===== config.mk =====
export PLATFORM = sky130hd
export DESIGN_NAME = sd_sector_arbiter_flat
export DESIGN_NICKNAME = d
export VERILOG_FILES = /design/src/rtl/sd_arb_pkg.sv /design/src/rtl/sd_sector_arbiter_if.sv /design/src/rtl/sd_arb_sync.sv /design/src/rtl/sd_sector_arbiter.sv /design/src/flat_wrapper.sv
export SDC_FILE = /design/constraint.sdc
export NUM_CORES = 1
export LEC_CHECK = 0
export ABC_CLOCK_PERIOD_IN_PS = 5800
export CELL_PAD_IN_SITES_DETAIL_PLACEMENT = 0
export CELL_PAD_IN_SITES_GLOBAL_PLACEMENT = 2
export CORE_UTILIZATION = 27
export DETAILED_ROUTE_END_ITERATION = 16
export PLACE_DENSITY_LB_ADDON = 0.08
export SYNTH_ARGS = -nofsm -noshare
export SYNTH_HDL_FRONTEND = slang
export SYNTH_HIERARCHICAL = 1
export SYNTH_SLANG_ARGS = --single-unit

===== constraint.sdc =====
create_clock -name clk -period 5.8 [get_ports clk]
set_clock_uncertainty 0.05 [all_clocks]
set_input_delay 1.16 -clock clk [delete_from_list [all_inputs] [get_ports clk]]
set_output_delay 1.16 -clock clk [all_outputs]
set_load 0.02 [all_outputs]

===== src/rtl/sd_arb_pkg.sv =====
// rtl/sd_arb_pkg.sv - shared types and constants for the SD sector arbiter
package sd_arb_pkg;

  typedef enum logic [1:0] {
    ST_IDLE  = 2'd0,
    ST_ISSUE = 2'd1,
    ST_XFER  = 2'd2,
    ST_DONE  = 2'd3
  } arb_state_e;

  localparam int SECTOR_BYTES = 512;
  localparam int BYTE_CNT_W   = 10;

endpackage


===== src/rtl/sd_sector_arbiter_if.sv =====
// rtl/sd_sector_arbiter_if.sv - user_io SD-emulation channel bundle
interface sd_sector_arbiter_if;

  logic [31:0] sd_lba;
  logic        sd_rd;
  logic        sd_wr;
  logic [7:0]  sd_din;
  logic        sd_ack;
  logic [7:0]  sd_dout;
  logic        sd_dout_strobe;
  logic        sd_din_strobe;

  // master: arbiter side; slave: user_io side (SPI-domain handshake)
  modport master (
    output sd_lba, sd_rd, sd_wr, sd_din,
    input  sd_ack, sd_dout, sd_dout_strobe, sd_din_strobe
  );

  modport slave (
    input  sd_lba, sd_rd, sd_wr, sd_din,
    output sd_ack, sd_dout, sd_dout_strobe, sd_din_strobe
  );

endinterface


===== src/rtl/sd_arb_sync.sv =====
// rtl/sd_arb_sync.sv - 2-FF synchronizer with level and rise/fall detect
module sd_arb_sync #(
  parameter logic RST_VAL = 1'b0
) (
  input  logic clk,
  input  logic reset_n,
  input  logic d,
  output logic level,
  output logic rise,
  output logic fall
);

  // [0],[1] are the synchronizer stages, [2] holds the previous level
  logic [2:0] sh_q;
  logic [2:0] sh_d;

  always_comb begin
    sh_d = {sh_q[1:0], d};
  end

  always_ff @(posedge clk or negedge reset_n) begin
    if (!reset_n) begin
      sh_q <= {3{RST_VAL}};
    end else begin
      sh_q <= sh_d;
    end
  end

  assign level = sh_q[1];
  assign rise  = sh_q[1] & ~sh_q[2];
  assign fall  = ~sh_q[1] & sh_q[2];

endmodule


===== src/rtl/sd_sector_arbiter.sv =====
// rtl/sd_sector_arbiter.sv - round-robin share of the user_io SD channel; SD_ARB_TIMEOUT_EN adds an ack watchdog
module sd_sector_arbiter
  import sd_arb_pkg::*;
#(
  parameter int          NREQ           = 2,
  parameter logic [23:0] TIMEOUT_CYCLES = 24'hFFFFFF
) (
  input  logic                 clk,
  input  logic                 reset_n,
  input  logic [NREQ-1:0]      req_rd,
  input  logic [NREQ-1:0]      req_wr,
  input  logic [32*NREQ-1:0]   req_lba,
  input  logic [8*NREQ-1:0]    req_din,
  output logic [NREQ-1:0]      gnt,
  output logic [NREQ-1:0]      done,
  output logic [NREQ-1:0]      err,
  output logic [7:0]           dout,
  output logic [NREQ-1:0]      dout_valid,
  output logic [NREQ-1:0]      din_next,
  sd_sector_arbiter_if.master  sd
);

  localparam int IDXW = (NREQ > 1) ? $clog2(NREQ) : 1;

  logic ack_lvl, ack_rise, ack_fall;
  logic dstb_rise, istb_rise;
  logic [3:0] unused_sync;

  // ack resets high so a reset during a live transfer cannot re-issue
  // until user_io has visibly released ack
  sd_arb_sync #(.RST_VAL(1'b1)) u_sync_ack (
    .clk(clk), .reset_n(reset_n), .d(sd.sd_ack),
    .level(ack_lvl), .rise(ack_rise), .fall(ack_fall)
  );

  sd_arb_sync #(.RST_VAL(1'b0)) u_sync_dstb (
    .clk(clk), .reset_n(reset_n), .d(sd.sd_dout_strobe),
    .level(unused_sync[0]), .rise(dstb_rise), .fall(unused_sync[1])
  );

  sd_arb_sync #(.RST_VAL(1'b0)) u_sync_istb (
    .clk(clk), .reset_n(reset_n), .d(sd.sd_din_strobe),
    .level(unused_sync[2]), .rise(istb_rise), .fall(unused_sync[3])
  );

  arb_state_e            state_q, state_d;
  logic [IDXW-1:0]       g_q, g_d;
  logic [IDXW-1:0]       rr_ptr_q, rr_ptr_d;
  logic [NREQ-1:0]       gnt_q, gnt_d;
  logic [NREQ-1:0]       done_q, done_d;
  logic [NREQ-1:0]       err_q, err_d;
  logic [NREQ-1:0]       dout_valid_q, dout_valid_d;
  logic [NREQ-1:0]       din_next_q, din_next_d;
  logic [7:0]            dout_q, dout_d;
  logic [31:0]           lba_q, lba_d;
  logic                  rd_q, rd_d;
  logic                  wr_q, wr_d;
  logic                  is_wr_q, is_wr_d;
  logic [BYTE_CNT_W-1:0] byte_cnt_q, byte_cnt_d;
  logic [IDXW-1:0]       g_next;

  logic                  pick_found;
  logic [IDXW-1:0]       pick_idx;

`ifdef SD_ARB_TIMEOUT_EN
  logic [23:0]           tmo_q, tmo_d;
`else
  logic                  unused_tmo;
  assign unused_tmo = ^TIMEOUT_CYCLES;
`endif

  // First active requester at or after rr_ptr, walking upward with wrap
  always_comb begin : pick_comb
    int              j;
    logic [IDXW-1:0] jj;
    pick_found = 1'b0;
    pick_idx   = '0;
    j          = 0;
    jj         = '0;
    for (int k = 0; k < NREQ; k++) begin
      j  = (int'(rr_ptr_q) + k) % NREQ;
      jj = IDXW'(j);
      if (!pick_found && (req_rd[jj] || req_wr[jj])) begin
        pick_found = 1'b1;
        pick_idx   = jj;
      end
    end
  end

  assign g_next = (g_q == IDXW'(NREQ - 1)) ? '0 : g_q + 1'b1;

  always_comb begin
    state_d      = state_q;
    g_d          = g_q;
    rr_ptr_d     = rr_ptr_q;
    gnt_d        = gnt_q;
    done_d       = '0;
    err_d        = '0;
    dout_valid_d = '0;
    din_next_d   = '0;
    dout_d       = dout_q;
    lba_d        = lba_q;
    rd_d         = rd_q;
    wr_d         = wr_q;
    is_wr_d      = is_wr_q;
    byte_cnt_d   = byte_cnt_q;
`ifdef SD_ARB_TIMEOUT_EN
    tmo_d        = tmo_q;
`endif

    case (state_q)
      ST_IDLE: begin
        if (!ack_lvl && pick_found) begin
          g_d             = pick_idx;
          gnt_d           = '0;
          gnt_d[pick_idx] = 1'b1;
          lba_d           = req_lba[{pick_idx, 5'b0} +: 32];
          rd_d            = req_rd[pick_idx];
          wr_d            = !req_rd[pick_idx];
          is_wr_d         = !req_rd[pick_idx];
          state_d         = ST_ISSUE;
`ifdef SD_ARB_TIMEOUT_EN
          tmo_d           = '0;
`endif
        end
      end

      ST_ISSUE: begin
        if (ack_rise) begin
          rd_d       = 1'b0;
          wr_d       = 1'b0;
          byte_cnt_d = '0;
          state_d    = ST_XFER;
        end
`ifdef SD_ARB_TIMEOUT_EN
        else if (tmo_q == TIMEOUT_CYCLES - 24'd1) begin
          rd_d       = 1'b0;
          wr_d       = 1'b0;
          done_d[g_q] = 1'b1;
          err_d[g_q]  = 1'b1;
          state_d    = ST_DONE;
        end else begin
          tmo_d = tmo_q + 24'd1;
        end
`endif
      end

      ST_XFER: begin
        if (!is_wr_q && dstb_rise) begin
          byte_cnt_d        = byte_cnt_q + 1'b1;
          dout_d            = sd.sd_dout;
          dout_valid_d[g_q] = 1'b1;
        end
        if (is_wr_q && istb_rise) begin
          byte_cnt_d      = byte_cnt_q + 1'b1;
          din_next_d[g_q] = 1'b1;
        end
        // Use the updated count so a strobe coinciding with ack fall still counts
        if (ack_fall) begin
          done_d[g_q] = 1'b1;
          err_d[g_q]  = (byte_cnt_d != BYTE_CNT_W'(SECTOR_BYTES));
          state_d     = ST_DONE;
        end
      end

      ST_DONE: begin
        gnt_d    = '0;
        rr_ptr_d = g_next;
        state_d  = ST_IDLE;
      end

      default: state_d = ST_IDLE;
    endcase
  end

  always_ff @(posedge clk or negedge reset_n) begin
    if (!reset_n) begin
      state_q      <= ST_IDLE;
      g_q          <= '0;
      rr_ptr_q     <= '0;
      gnt_q        <= '0;
      done_q       <= '0;
      err_q        <= '0;
      dout_valid_q <= '0;
      din_next_q   <= '0;
      dout_q       <= 8'h00;
      lba_q        <= '0;
      rd_q         <= 1'b0;
      wr_q         <= 1'b0;
      is_wr_q      <= 1'b0;
      byte_cnt_q   <= '0;
`ifdef SD_ARB_TIMEOUT_EN
      tmo_q        <= '0;
`endif
    end else begin
      state_q      <= state_d;
      g_q          <= g_d;
      rr_ptr_q     <= rr_ptr_d;
      gnt_q        <= gnt_d;
      done_q       <= done_d;
      err_q        <= err_d;
      dout_valid_q <= dout_valid_d;
      din_next_q   <= din_next_d;
      dout_q       <= dout_d;
      lba_q        <= lba_d;
      rd_q         <= rd_d;
      wr_q         <= wr_d;
      is_wr_q      <= is_wr_d;
      byte_cnt_q   <= byte_cnt_d;
`ifdef SD_ARB_TIMEOUT_EN
      tmo_q        <= tmo_d;
`endif
    end
  end

  assign gnt        = gnt_q;
  assign done       = done_q;
  assign err        = err_q;
  assign dout       = dout_q;
  assign dout_valid = dout_valid_q;
  assign din_next   = din_next_q;
  assign sd.sd_lba  = lba_q;
  assign sd.sd_rd   = rd_q;
  assign sd.sd_wr   = wr_q;
  assign sd.sd_din  = req_din[{g_q, 3'b0} +: 8];

endmodule


===== src/flat_wrapper.sv =====
// flat-port wrapper written by rule: the top's interface ports become plain ports
module sd_sector_arbiter_flat import sd_arb_pkg::*;
#(
  parameter int          NREQ           = 2,
  parameter logic [23:0] TIMEOUT_CYCLES = 24'hFFFFFF
)
  (clk, reset_n, req_rd, req_wr, req_lba, req_din, gnt, done, err, dout, dout_valid, din_next, sd_sd_lba, sd_sd_rd, sd_sd_wr, sd_sd_din, sd_sd_ack, sd_sd_dout, sd_sd_dout_strobe, sd_sd_din_strobe);
  sd_sector_arbiter_if sd_i ();
  input  logic clk;
  input  logic reset_n;
  input  logic [NREQ-1:0] req_rd;
  input  logic [NREQ-1:0] req_wr;
  input  logic [32*NREQ-1:0] req_lba;
  input  logic [8*NREQ-1:0] req_din;
  output logic [NREQ-1:0] gnt;
  output logic [NREQ-1:0] done;
  output logic [NREQ-1:0] err;
  output logic [7:0] dout;
  output logic [NREQ-1:0] dout_valid;
  output logic [NREQ-1:0] din_next;
  output wire logic [$bits(sd_i.sd_lba)-1:0] sd_sd_lba;
  output wire logic [$bits(sd_i.sd_rd)-1:0] sd_sd_rd;
  output wire logic [$bits(sd_i.sd_wr)-1:0] sd_sd_wr;
  output wire logic [$bits(sd_i.sd_din)-1:0] sd_sd_din;
  input wire logic [$bits(sd_i.sd_ack)-1:0] sd_sd_ack;
  input wire logic [$bits(sd_i.sd_dout)-1:0] sd_sd_dout;
  input wire logic [$bits(sd_i.sd_dout_strobe)-1:0] sd_sd_dout_strobe;
  input wire logic [$bits(sd_i.sd_din_strobe)-1:0] sd_sd_din_strobe;
  assign sd_sd_lba = sd_i.sd_lba;
  assign sd_sd_rd = sd_i.sd_rd;
  assign sd_sd_wr = sd_i.sd_wr;
  assign sd_sd_din = sd_i.sd_din;
  assign sd_i.sd_ack = sd_sd_ack;
  assign sd_i.sd_dout = sd_sd_dout;
  assign sd_i.sd_dout_strobe = sd_sd_dout_strobe;
  assign sd_i.sd_din_strobe = sd_sd_din_strobe;
  sd_sector_arbiter #(.NREQ(NREQ), .TIMEOUT_CYCLES(TIMEOUT_CYCLES)) u_core (.clk(clk), .reset_n(reset_n), .req_rd(req_rd), .req_wr(req_wr), .req_lba(req_lba), .req_din(req_din), .gnt(gnt), .done(done), .err(err), .dout(dout), .dout_valid(dout_valid), .din_next(din_next), .sd(sd_i));
endmodule

==> run_results.csv, run 1 <==
group,metric,value,unit
hold_path,whs_path_depth,0,
critical_path,endpoint_kind,"output port",
layout,layout_commonest_cell,"clkdlybuf4s50_1",
timing,tightestPinTransition,997.2,ps
detailed_routing,drtIter0Drc,122,
layout,drive_gt1_frac,0.09533,
layout,post-route-cell-area,5627,um^2
power,p_leak,2.361,nW
critical_path,ff2ff_setup_slack,3340,ps
grt,antenna_found_initial,0,
timing,clock.fmax,279.5,MHz
floorplan,coreArea,12880,um^2
grt,grt_pass1_wl,15790,um
power,p_per_area,454.3,nW/um^2
clock_network,postCtsHoldBufs,0,
detailed_routing,detail_route.wl_per_cell,14.40,um
layout,nFillCells,1252,
timing,hold_viol,0,
critical_path,r2r_cells,7,
timing,period_needed,3578,ps
layout,areaGrowthSynthToFinish,55.23,%
timing,slew_headroom,0.3336,
clock_network,root_buffer,"clkbuf_16",
floorplan,start_util,0.2815,
synth,synthCells,340,
critical_path,r2r-start,"u_core/state_q[0]",
critical_path,cp-startpoint,"req_din[10]",
detailed_routing,drt_wl_total,9577,um
grt,grt_remaining_overflow,0,
critical_path,cp-start-kind,"input port",
grt,grt_max_degree,77,
floorplan,die-area,13890,um^2
timing,tns,0,ps
synth,syn_avg_cell_area,10.66,um^2
synth,syn-cell-area,3625,um^2
clock_network,postCtsSetupBuffers,0,
floorplan,die_y,117.9,um
clock_network,path_clk_slew,60,ps
grt,grt_usage,0.1441,
timing,grt_setup_unrepaired,"false",
clock_network,numCtsBuffers,9,
critical_path,cp.arrival,2370,ps
critical_path,crit_type,"in2out",
floorplan,chipWidth,117.9,um
critical_path,cp.required,4590,ps
clock_network,clk_path_buf_depth,2,
layout,diodes,0,
placement,gp_congestion,0.7276,
layout,final_nets,591,
detailed_routing,dr.pass1.iters,4,
detailed_routing,vias,2997,
outcome,outcome,"finished, final reports clean",
power,ir_drop,0.1790,mV
timing,finalCritPeriodShare,0.6168,
timing,post-route-worst-setup-slack,2222,ps
placement,placed_area,5348,um^2
placement,dpl.hpwl,6983,um
timing,slew_viol_final,0,
timing,setup_viol,0,
hold_path,hold_path_end,"u_core/u_sync_istb/sh_q[1]",
clock_network,htreeDepth,3,
synth,syn_nets,443,
hold_path,hold_path.class,"reg2reg",
synth,synth.yosys.warnings,6,
critical_path,rr_endpoint,"u_core/sd.sd_lba[13]",
floorplan,rows,41,
detailed_routing,drc,0,
placement,portBuffers,156,
placement,post-place-ws,2167,ps
critical_path,cp_max_fo,1,
detailed_routing,ant_nets,0,
layout,final_cell_mix,"155 x clkdlybuf4s50_1, 73 x dfrtp_1, 52 x nor2_1, 38 x a21oi_1, 33 x mux2i_1",
clock_network,clk_latency,330,ps
floorplan,ios,157,
clock_network,clock-sinks,76,
clock_network,cts_resized,0,
grt,first_global_vias,3162,
detailed_routing,avgViaCountPerCell,4.507,
run,cap_violations,0,
clock_network,cts_tree,"done",
hold_path,hp-start,"u_core/u_sync_istb/sh_q[0]",
-- through the flow --
| stage | utilization | cells | hold slack, ps | power, mW |
|---|---|---|---|---|
| 6_report | 0.4370 | 665 | 297.3 | 2.556 |
| 5_1_grt | 0.4370 | 665 | 304.9 | 2.729 |
| 4_1_cts | 0.4370 | 665 | 298.7 | 2.597 |
| 3_5_place_dp | 0.4153 | 649 | 286.2 | 2.061 |
| 3_3_place_gp | 0.4153 | 649 | 282.9 | 2.055 |
| 2_1_floorplan | - | 340 | 281.2 | 1.500 |
-- power by group --
| part | internal (mW) | total [mW] | switching, mW |
|---|---|---|---|
| logic | 0.568 | 1.19 | 0.624 |
| registers | 0.712 | 0.846 | 0.135 |
| clock network | 0.302 | 0.518 | 0.216 |
-- flip-flops by register name, indices dropped and copies added (netlist names) --
| signal | flops |
|---|---|
| u_core/sd.sd_lba | 32 |
| u_core/byte_cnt_q | 10 |
| u_core/dout | 8 |
| u_core/u_sync_ack/sh_q | 3 |
| u_core/u_sync_dstb/sh_q | 3 |
| u_core/u_sync_istb/sh_q | 3 |
| u_core/din_next | 2 |
| u_core/done | 2 |
| u_core/dout_valid | 2 |
| u_core/err | 2 |
| u_core/gnt | 2 |
| u_core/state_q | 2 |
| u_core/g_q | 1 |
| u_core/is_wr_q | 1 |
| u_core/rr_ptr_q | 1 |
| u_core/sd.sd_rd | 1 |
| u_core/sd.sd_wr | 1 |
-- worst max-delay path, cell delays in order --
cell and delay, ps:
clkdlybuf4s50_1 400, mux2_2 260, clkdlybuf4s50_1 550
-- metal layers --
layer / track usage / part of all wire / vias to the layer above
li1: - / - / 1502
met4: 0.04087 / 0.0064 / 0
met1: 0.1801 / 0.45 / 1397
met3: 0.05523 / 0.070 / 4
met5: 0 / 0 / -
met2: 0.2301 / 0.47 / 94
-- final cells by class --
class,instances,area [um^2],share of cell area
multi-input combinational,237,1630,0.2897
timing repair buffer,158,1574,0.2797
sequential,76,1906,0.3387
clock buffer,11,242.7,0.04314
inverter,6,22.52,0.004003
clock inverter,5,36.28,0.006449
tap,172,215.2,0.03825
-- how the worst max path moves through the flow --
stage,endpoint,slack (ps),cells past startpoint
2_1_floorplan,sd_sd_din[0],3120,1
3_3_place_gp,sd_sd_din[2],2230,3
3_5_place_dp,u_core/sd.sd_lba[13],2170,7
4_1_cts,sd_sd_din[4],2220,3
5_1_grt,sd_sd_din[0],2180,3
6_report,sd_sd_din[2],2220,3
Power figures use the tool's default switching activity.
==> inputs of run 2 (changes only) <==
--- a/config.mk
+++ b/config.mk
@@ -5,10 +5,10 @@
 export SDC_FILE = /design/constraint.sdc
 export NUM_CORES = 1
 export LEC_CHECK = 0
-export ABC_CLOCK_PERIOD_IN_PS = 5800
+export ABC_CLOCK_PERIOD_IN_PS = 3600
 export CELL_PAD_IN_SITES_DETAIL_PLACEMENT = 0
 export CELL_PAD_IN_SITES_GLOBAL_PLACEMENT = 2
-export CORE_UTILIZATION = 27
+export CORE_UTILIZATION = 25
 export DETAILED_ROUTE_END_ITERATION = 16
 export PLACE_DENSITY_LB_ADDON = 0.08
 export SYNTH_ARGS = -nofsm -noshare
==> constraint.sdc (replaced) <==
create_clock -name clk -period 3.6 [get_ports clk]
set_clock_uncertainty 0.05 [all_clocks]
set_input_delay 0.72 -clock clk [delete_from_list [all_inputs] [get_ports clk]]
set_output_delay 0.72 -clock clk [all_outputs]
set_load 0.02 [all_outputs]
==> run_results.csv, run 2 (synthesis results as in run 1) <==
group,metric,value,unit
clock_network,htreeDepth,3,
timing,post-route-worst-setup-slack,887.8,ps
critical_path,cp.required,2830,ps
grt,first_global_vias,2997,
layout,drive_gt1_frac,0.09165,
power,ir_drop,0.3085,mV
placement,dpl.hpwl,7319,um
detailed_routing,drc,0,
timing,grt_setup_unrepaired,"false",
timing,whs,296.2,ps
grt,grt_max_degree,77,
run,cap_violations,0,
detailed_routing,dr.pass1.iters,4,
outcome,outcome,"finished, final reports clean",
detailed_routing,wl_met2,4882,um
critical_path,crit_type,"in2out",
clock_network,root_buffer,"clkbuf_16",
grt,grt_pass1_wl,16260,um
grt,grt_usage,0.1472,
layout,diodes,0,
clock_network,path_clk_slew,50,ps
clock_network,clk_latency,330,ps
layout,layout_commonest_cell,"clkdlybuf4s50_1",
floorplan,rows,43,
timing,tightestPinTransition,972.0,ps
clock_network,cts_tree,"done",
timing,slew_headroom,0.3520,
clock_network,cts_resized,0,
detailed_routing,ant_nets,0,
critical_path,cp.arrival,1940,ps
layout,fin_util,0.4047,
floorplan,start_util,0.2591,
critical_path,endpoint_kind,"output port",
timing,tns,0,ps
timing,slew_viol_final,0,
critical_path,cp-start-kind,"input port",
clock_network,clk_path_buf_depth,2,
critical_path,cp_max_fo,1,
placement,gp_congestion,0.7043,
detailed_routing,vias,3025,
floorplan,ios,157,
timing,period_needed,2712,ps
critical_path,r2r_cells,6,
floorplan,die_y,122.4,um
timing,finalCritPeriodShare,0.7534,
grt,grt_remaining_overflow,0,
detailed_routing,avgViaCountPerCell,4.508,
power,p_per_area,740.0,nW/um^2
clock_network,postCtsSetupBuffers,0,
floorplan,die-area,14980,um^2
timing,clock.fmax,368.7,MHz
placement,portBuffers,156,
hold_path,hold_path.class,"reg2reg",
power,p_total,4.190,mW
detailed_routing,drt_wl_total,10130,um
timing,setup_viol,0,
detailed_routing,top_layer,"met4",
hold_path,whs_path_depth,0,
floorplan,chipWidth,122.4,um
detailed_routing,wl_met1,4289,um
detailed_routing,drtIter0Drc,97,
clock_network,postCtsHoldBufs,0,
layout,final_cell_mix,"155 x clkdlybuf4s50_1, 73 x dfrtp_1, 52 x nor2_1, 38 x a21oi_1, 33 x mux2i_1",
clock_network,clock-sinks,76,
grt,antenna_found_initial,0,
layout,largest_reg_flops,32,
clock_network,numCtsBuffers,9,
layout,final_nets,591,
detailed_routing,met3_wirelength,881,um
power,p_leak,2.381,nW
detailed_routing,detail_route.wl_per_cell,15.10,um
layout,areaGrowthSynthToFinish,56.20,%
floorplan,coreArea,13990,um^2
timing,hold_viol,0,
placement,post-place-ws,882.5,ps
run 2: cell count changes in the layout (fill, tap and decap cells not counted), sizes merged:
cell      change
clkbuf        +1
clkinvlp      -3
bufinv        +1
inv           -1
run 2: area by class of cell:
| cell class | instances | area (um^2) |
|---|---|---|
| well taps | 180 | 225.2 |
| flip-flops and latches | 76 | 1906 |
| multi-input cells | 237 | 1630 |
| fillers | 1388 | 8327 |
| clock inverters | 2 | 35.03 |
| clock buffers | 12 | 256.5 |
| repair buffers | 158 | 1587 |
| inverters | 6 | 22.52 |
run 2: worst paths after layout:
kind                                                 start                          to  slack [ps]
worst min register to register  u_core/u_sync_dstb/sh_q[0]  u_core/u_sync_dstb/sh_q[1]         300
worst max-delay path                            req_din[8]                sd_sd_din[0]         890
worst min-delay path            u_core/u_sync_dstb/sh_q[0]  u_core/u_sync_dstb/sh_q[1]         300
max in group asynchronous                          reset_n        u_core/byte_cnt_q[7]        2370
worst max register to register  u_core/u_sync_dstb/sh_q[1]               u_core/err[1]        1200
min in group asynchronous                          reset_n               u_core/gnt[0]         490
run 2: where the power goes:
| group | leakage (nW) | switching [mW] | internal [mW] |
|---|---|---|---|
| Sequential | 0.907 | 0.204 | 1.15 |
| Clock | 0.145 | 0.326 | 0.565 |
| Combinational | 1.33 | 1.02 | 0.924 |
run 2: per-stage QoR:
stage | instances | cell area [um^2]
after CTS | 671 | 5662
after global routing | 671 | 5662
after detailed placement | 657 | 5370
after global placement | 657 | 5370
after floorplan | 340 | 3625
final | 671 | 5662
run 2: critical path: stages:
cell and delay [ps]:
clkdlybuf4s50_1 400, mux2_2 280, clkdlybuf4s50_1 540
run 2: layer usage:
metal	track usage	vias up
met4	0.04345	0
met1	0.1743	1424
met5	0	-
li1	-	1499
met2	0.2331	95
met3	0.07342	7
